## config.mk

```make
export PLATFORM = sky130hd
export DESIGN_NAME = input_conditioner
export DESIGN_NICKNAME = d
export VERILOG_FILES = /design/src/rtl/input_conditioner.sv
export SDC_FILE = /design/constraint.sdc
export NUM_CORES = 1
export LEC_CHECK = 0
export CAP_MARGIN = 20
export CORE_MARGIN = 2
export CORE_UTILIZATION = 40
export CTS_BUF_LIST = sky130_fd_sc_hd__clkbuf_16
export DETAILED_ROUTE_END_ITERATION = 8
export PLACE_DENSITY = 0.65
export SYNTH_ARGS = -nofsm -noshare
export SYNTH_HDL_FRONTEND = slang
export SYNTH_SLANG_ARGS = --single-unit
```

## constraint.sdc

```tcl
create_clock -name clock -period 4.15 [get_ports clock]
set_input_delay 0.415 -clock clock [delete_from_list [all_inputs] [get_ports clock]]
set_output_delay 0.415 -clock clock [all_outputs]
set_load 0.02 [all_outputs]
```

## src/rtl/input_conditioner.sv

```systemverilog
`default_nettype none
// ============================================================================
// Module   : input_conditioner
// Purpose  : Synchronises one raw asynchronous input and rejects glitches
//            shorter than FILTER_LEN cycles. Produces a clean level d with
//            one-cycle rise/fall strobes and flags a stuck input (no d edge
//            for TIMEOUT cycles).
// Options  : INPUT_CONDITIONER_GLITCH_CNT_EN - when defined, glitch_count
//            counts rejected pulses; otherwise it is tied to zero.
// Revision : 1.0 - initial release
// ============================================================================
module input_conditioner #(
  parameter int          SYNC_STAGES = 2,
  parameter int          FILTER_LEN  = 4,
  parameter int unsigned TIMEOUT     = 32'd100000000
) (
  input  logic        clock,
  input  logic        reset,
  input  logic        raw,
  input  logic        clear_stats,
  output logic        d,
  output logic        rise,
  output logic        fall,
  output logic        stuck,
  output logic [15:0] glitch_count
);

  localparam logic [1:0]  c_low       = 2'd0;
  localparam logic [1:0]  c_pend_high = 2'd1;
  localparam logic [1:0]  c_high      = 2'd2;
  localparam logic [1:0]  c_pend_low  = 2'd3;
  localparam logic [8:0]  c_filter    = 9'(FILTER_LEN);
  localparam logic [31:0] c_timeout   = 32'(TIMEOUT);

  logic [SYNC_STAGES-1:0] r_sync;
  logic                   w_s;
  logic [1:0]             r_state;
  logic [1:0]             w_state_nxt;
  logic [7:0]             r_cnt;
  logic [7:0]             w_cnt_nxt;
  logic [8:0]             w_cnt_inc;
  logic                   r_d;
  logic                   w_d_nxt;
  logic                   r_rise;
  logic                   r_fall;
  logic                   w_rise_nxt;
  logic                   w_fall_nxt;
  logic                   w_glitch;
  logic [31:0]            r_idle;
  logic [31:0]            w_idle_nxt;
  logic                   r_stuck;

  assign w_s  = r_sync[SYNC_STAGES-1];
  assign d    = r_d;
  assign rise = r_rise;
  assign fall = r_fall;
  assign stuck = r_stuck;

  // Shift the raw pin through the synchroniser chain.
  always_ff @(posedge clock or negedge reset) begin
    if (!reset) r_sync <= '0;
    else        r_sync <= {r_sync[SYNC_STAGES-2:0], raw};
  end

  // Filter FSM: a level change is accepted only after FILTER_LEN equal samples.
  always_comb begin
    w_state_nxt = r_state;
    w_cnt_nxt   = r_cnt;
    w_d_nxt     = r_d;
    w_rise_nxt  = 1'b0;
    w_fall_nxt  = 1'b0;
    w_glitch    = 1'b0;
    w_cnt_inc   = {1'b0, r_cnt} + 9'd1;
    case (r_state)
      c_low: begin
        if (w_s) begin
          if (FILTER_LEN == 1) begin
            w_state_nxt = c_high;
            w_d_nxt     = 1'b1;
            w_rise_nxt  = 1'b1;
            w_cnt_nxt   = 8'd0;
          end else begin
            w_state_nxt = c_pend_high;
            w_cnt_nxt   = 8'd1;
          end
        end
      end
      c_pend_high: begin
        if (w_s) begin
          if (w_cnt_inc == c_filter) begin
            w_state_nxt = c_high;
            w_d_nxt     = 1'b1;
            w_rise_nxt  = 1'b1;
            w_cnt_nxt   = 8'd0;
          end else begin
            w_cnt_nxt = w_cnt_inc[7:0];
          end
        end else begin
          w_state_nxt = c_low;
          w_cnt_nxt   = 8'd0;
          w_glitch    = 1'b1;
        end
      end
      c_high: begin
        if (!w_s) begin
          if (FILTER_LEN == 1) begin
            w_state_nxt = c_low;
            w_d_nxt     = 1'b0;
            w_fall_nxt  = 1'b1;
            w_cnt_nxt   = 8'd0;
          end else begin
            w_state_nxt = c_pend_low;
            w_cnt_nxt   = 8'd1;
          end
        end
      end
      c_pend_low: begin
        if (!w_s) begin
          if (w_cnt_inc == c_filter) begin
            w_state_nxt = c_low;
            w_d_nxt     = 1'b0;
            w_fall_nxt  = 1'b1;
            w_cnt_nxt   = 8'd0;
          end else begin
            w_cnt_nxt = w_cnt_inc[7:0];
          end
        end else begin
          w_state_nxt = c_high;
          w_cnt_nxt   = 8'd0;
          w_glitch    = 1'b1;
        end
      end
      default: begin
        w_state_nxt = c_low;
        w_cnt_nxt   = 8'd0;
      end
    endcase
  end

  // Register FSM state, filtered level and edge strobes.
  always_ff @(posedge clock or negedge reset) begin
    if (!reset) begin
      r_state <= c_low;
      r_cnt   <= 8'd0;
      r_d     <= 1'b0;
      r_rise  <= 1'b0;
      r_fall  <= 1'b0;
    end else begin
      r_state <= w_state_nxt;
      r_cnt   <= w_cnt_nxt;
      r_d     <= w_d_nxt;
      r_rise  <= w_rise_nxt;
      r_fall  <= w_fall_nxt;
    end
  end

  // Idle count restarts on the edge that loads a strobe, so stuck drops with it.
  always_comb begin
    w_idle_nxt = r_idle;
    if (w_rise_nxt || w_fall_nxt)  w_idle_nxt = 32'd0;
    else if (r_idle != c_timeout)  w_idle_nxt = r_idle + 32'd1;
  end

  // Track cycles since the last d edge and raise stuck at the timeout.
  always_ff @(posedge clock or negedge reset) begin
    if (!reset) begin
      r_idle  <= 32'd0;
      r_stuck <= 1'b0;
    end else begin
      r_idle  <= w_idle_nxt;
      r_stuck <= (w_idle_nxt == c_timeout);
    end
  end

`ifdef INPUT_CONDITIONER_GLITCH_CNT_EN
  logic [15:0] r_glitch_cnt;

  assign glitch_count = r_glitch_cnt;

  // Saturating count of rejected pulses; a clear overrides a coincident glitch.
  always_ff @(posedge clock or negedge reset) begin
    if (!reset)                                       r_glitch_cnt <= 16'h0000;
    else if (clear_stats)                             r_glitch_cnt <= 16'h0000;
    else if (w_glitch && (r_glitch_cnt != 16'hFFFF))  r_glitch_cnt <= r_glitch_cnt + 16'd1;
  end
`else
  logic w_unused_stats;

  assign glitch_count   = 16'h0000;
  assign w_unused_stats = clear_stats ^ w_glitch;
`endif

endmodule
`default_nettype wire
```

==> results.py <==
metrics = {
    "floorplanning": {
        "die_h_um": 87.5,
        "rows": 30,
        "ioPinCount": 24,
        "core_area_um2": 6760,
        "dieArea_um2": 7650,
        "initial_core_util": 0.413,
        "die_x_um": 87.5,
    },
    "critical_path": {
        "critical_path_class": "register to register",
        "critPathMaxStageDelay_ns": 0.54,
        "path_common_cell": "nor4_2",
        "end_kind": "register",
        "cp_cell_sequence": "or4_1 > nor3_2 > and3_1 > buf_4 > nor4_2 > or4b_1 > nor4_2",
        "crit_arrival_ns": 3.12,
        "ff2ff_setup_slack_ns": 1.22,
        "critical_path_buf_inv_count": 1,
        "crit_fanout": 11,
        "cp_top_family": "simple AND/OR/NAND/NOR gates",
        "start_kind": "register",
        "worstPathRequired_ns": 4.34,
        "cp_slowest_cell": "or4_1",
    },
    "place": {
        "dpl.cell_count": 376,
        "io_buffer_count": 6,
        "gp_congestion": 0.871,
        "dpl.hpwl_um": 3950,
        "place_area_um2": 2810,
    },
    "clock_network": {
        "clock_sinks": 48,
        "tritoncts": "built",
        "cts_root_buf": "clkbuf_16",
        "hold_buffers": 0,
        "htreeDepth": 2,
        "cts.clk_slew.worst_paths_ns": 0.07,
        "cts.path.max_buffers": 2,
        "post_cts_resized": 0,
        "postCtsSetupBuffers": 0,
        "numCtsBuffers": 5,
        "insertion_delay_ns": 0.29,
    },
    "logic_synthesis": {
        "synth_edf_count": 0,
        "yosysWarnings": 0,
        "synthTopCellsByArea": "dfrtp_1 (43%), xor2_1 (5.3%), nor2_1 (5.1%)",
        "yosys.area_share.simple": 0.280,
        "yosysMostFrequentCell": "dfrtp_1",
        "yosysUniqueCellTypes": 49,
        "synth_top_family_by_area": "simple AND/OR/NAND/NOR gates",
        "yosysTopAreaCellShare": 0.431,
        "synthAdderAreaFrac": 0.0171,
        "synth_xor_area_frac": 0.0943,
        "seq_area_frac_synth": 0.431,
        "ys_async_sr_fraction": 1.00,
        "ys_top_cells_by_count": "dfrtp_1 (48), nor2_1 (38), nand3_1 (22)",
        "yosysTopAreaCell": "dfrtp_1",
        "synth.area.mux_share": 0.00763,
        "synth-compound-area-share": 0.0862,
        "syn-cell-area_um2": 2790,
        "syn_area_per_cell_um2": 9.11,
        "netlist_instances": 306,
        "synth-seq-cells": 48,
        "yosys_most_used_dff": "dfrtp_1",
    },
    "timing": {
        "hold_ws_ns": 0.222,
        "fin_crit_ns": 2.93,
        "finalSetupViolCount": 0,
        "fin_skew_ns": 0.00668,
        "maxSlewViolCount": 0,
        "finalSetupTns_ns": 0,
        "max_freq_mhz": 341,
        "hold_viol": 0,
        "worst_pin_slew_ns": 0.640,
        "grt_setup_unrepaired": "no",
        "period_share": 0.707,
        "relSlewSlack": 0.570,
    },
    "status": {
        "status": "completed",
    },
    "global_routing": {
        "grt.overflow.total": 0,
        "grt_max_degree": 49,
        "grt_use_total": 0.162,
        "grt_pass1_wl_um": 9740,
        "first_global_vias": 1989,
        "antenna_found_initial": 0,
    },
    "finish": {
        "drive_gt1_frac": 0.0561,
        "final_area_um2": 2940,
        "syn2layout_area_growth_pct": 5.57,
        "antennaDiodeCount": 0,
        "final_cells": 383,
        "nets": 310,
        "num-fill-cells": 673,
    },
    "route": {
        "ant_nets": 0,
        "drtPass1Iterations": 4,
        "drc": 0,
        "wirelength_um": 5620,
        "drt_iter0_markers": 131,
        "avgViaCountPerCell": 5.52,
        "routed-via-count": 2114,
        "wire_per_inst_um": 14.7,
    },
    "power_and_ir_drop": {
        "p_leak_nw": 1.23,
        "power.density_nw_per_um2": 456,
        "irDropWorstVdd_uv": 238,
    },
    "worst_hold_path": {
        "min_path_type": "primary input to asynchronous set/reset pin",
    },
    "flow_run": {
        "maxCapViolCount": 0,
    },
}
-- kinds of logic (layout without fill, tap and decap cells) --
family,after synthesis,count (layout)
buf+inv,38,20
xor+xnor,30,30
mux,2,2
simple gates,142,142
flops,48,48
fa+ha+maj,4,4
compound gates,41,41
other cells,1,16
-- worst paths after layout --
path                            from   endpoint  cells past startpoint
setup reg to reg            r_cnt[3]      stuck                      7
hold / removal                 reset  r_idle[1]                      2
min in group clock         r_sync[0]  r_sync[1]                      0
max in group asynchronous      reset   r_cnt[6]                      2
setup / recovery            r_cnt[3]      stuck                      7
hold reg to reg            r_sync[0]  r_sync[1]                      0
-- state kept, by name, summed over array words and instances, names as in the netlist, named ones only --
register,cells
r_state,1
rise,1
r_sync,2
fall,1
r_idle,32
r_cnt,8
d,1
stuck,1
-- worst reg2reg max path, stage by stage, from the launching register on --
cell	delay (ns)
dfrtp_1	0.41
or4_1	0.54
nor3_2	0.25
and3_1	0.49
buf_4	0.26
nor4_2	0.07
or4b_1	0.54
nor4_2	0.28
-- through the flow --
step / utilization / power, mW / setup slack, ns
floorplan: - / 0.884 / 1.77
global placement: 0.415 / 0.942 / 1.26
detailed placement: 0.415 / 0.955 / 1.25
CTS: 0.436 / 1.35 / 1.22
global route: 0.436 / 1.43 / 1.03
finish: 0.436 / 1.34 / 1.22
-- cell usage in the layout (no fill, tap or decap), types with 3 or more instances in the layout --
cell type / Yosys / routed
clkdlybuf4s50_1: 0 / 5
nand2b_1: 4 / 4
or3_1: 4 / 4
nand3_1: 22 / 22
and4_1: 7 / 7
nor4_1: 8 / 8
nand4_1: 10 / 10
conb_1: 1 / 16
o21ai_0: 16 / 16
o31ai_1: 5 / 5
and3_1: 6 / 6
dfrtp_1: 48 / 48
clkbuf_16: 0 / 5
and2_1: 3 / 3
nor2_1: 38 / 38
nand2_1: 18 / 18
nor3b_1: 3 / 3
nor3_1: 4 / 4
xnor2_1: 13 / 13
buf_4: 18 / 3
or4_1: 3 / 3
a21oi_1: 9 / 9
xor2_1: 17 / 17
ha_1: 3 / 3
inv_1: 4 / 4
-- power by group --
group | switching, mW | internal (mW) | total (mW) | leakage (nW)
clock | 0.173 | 0.219 | 0.392 | 0.0657
sequential | 0.0957 | 0.530 | 0.625 | 0.644
combinational | 0.189 | 0.135 | 0.324 | 0.517
total | 0.457 | 0.883 | 1.34 | 1.23
-- layer usage --
metal / track usage / wire length [um]
met2: 0.236 / 2460
met5: 0 / 0
met4: 0.0573 / 92
met1: 0.239 / 2830
met3: 0.0322 / 240
-- layout make-up --
cell class                      count  area [um^2]  area share
Multi-Input combinational cell    235         1410       0.480
Clock buffer                        5          125      0.0425
Tap cell                           80          100      0.0340
Clock inverter                      2         12.5     0.00425
Timing Repair Buffer                9         77.6      0.0264
Inverter                            4         15.0     0.00510
Sequential cell                    48         1200       0.408
Note: power is estimated with default switching activity, not from simulation.
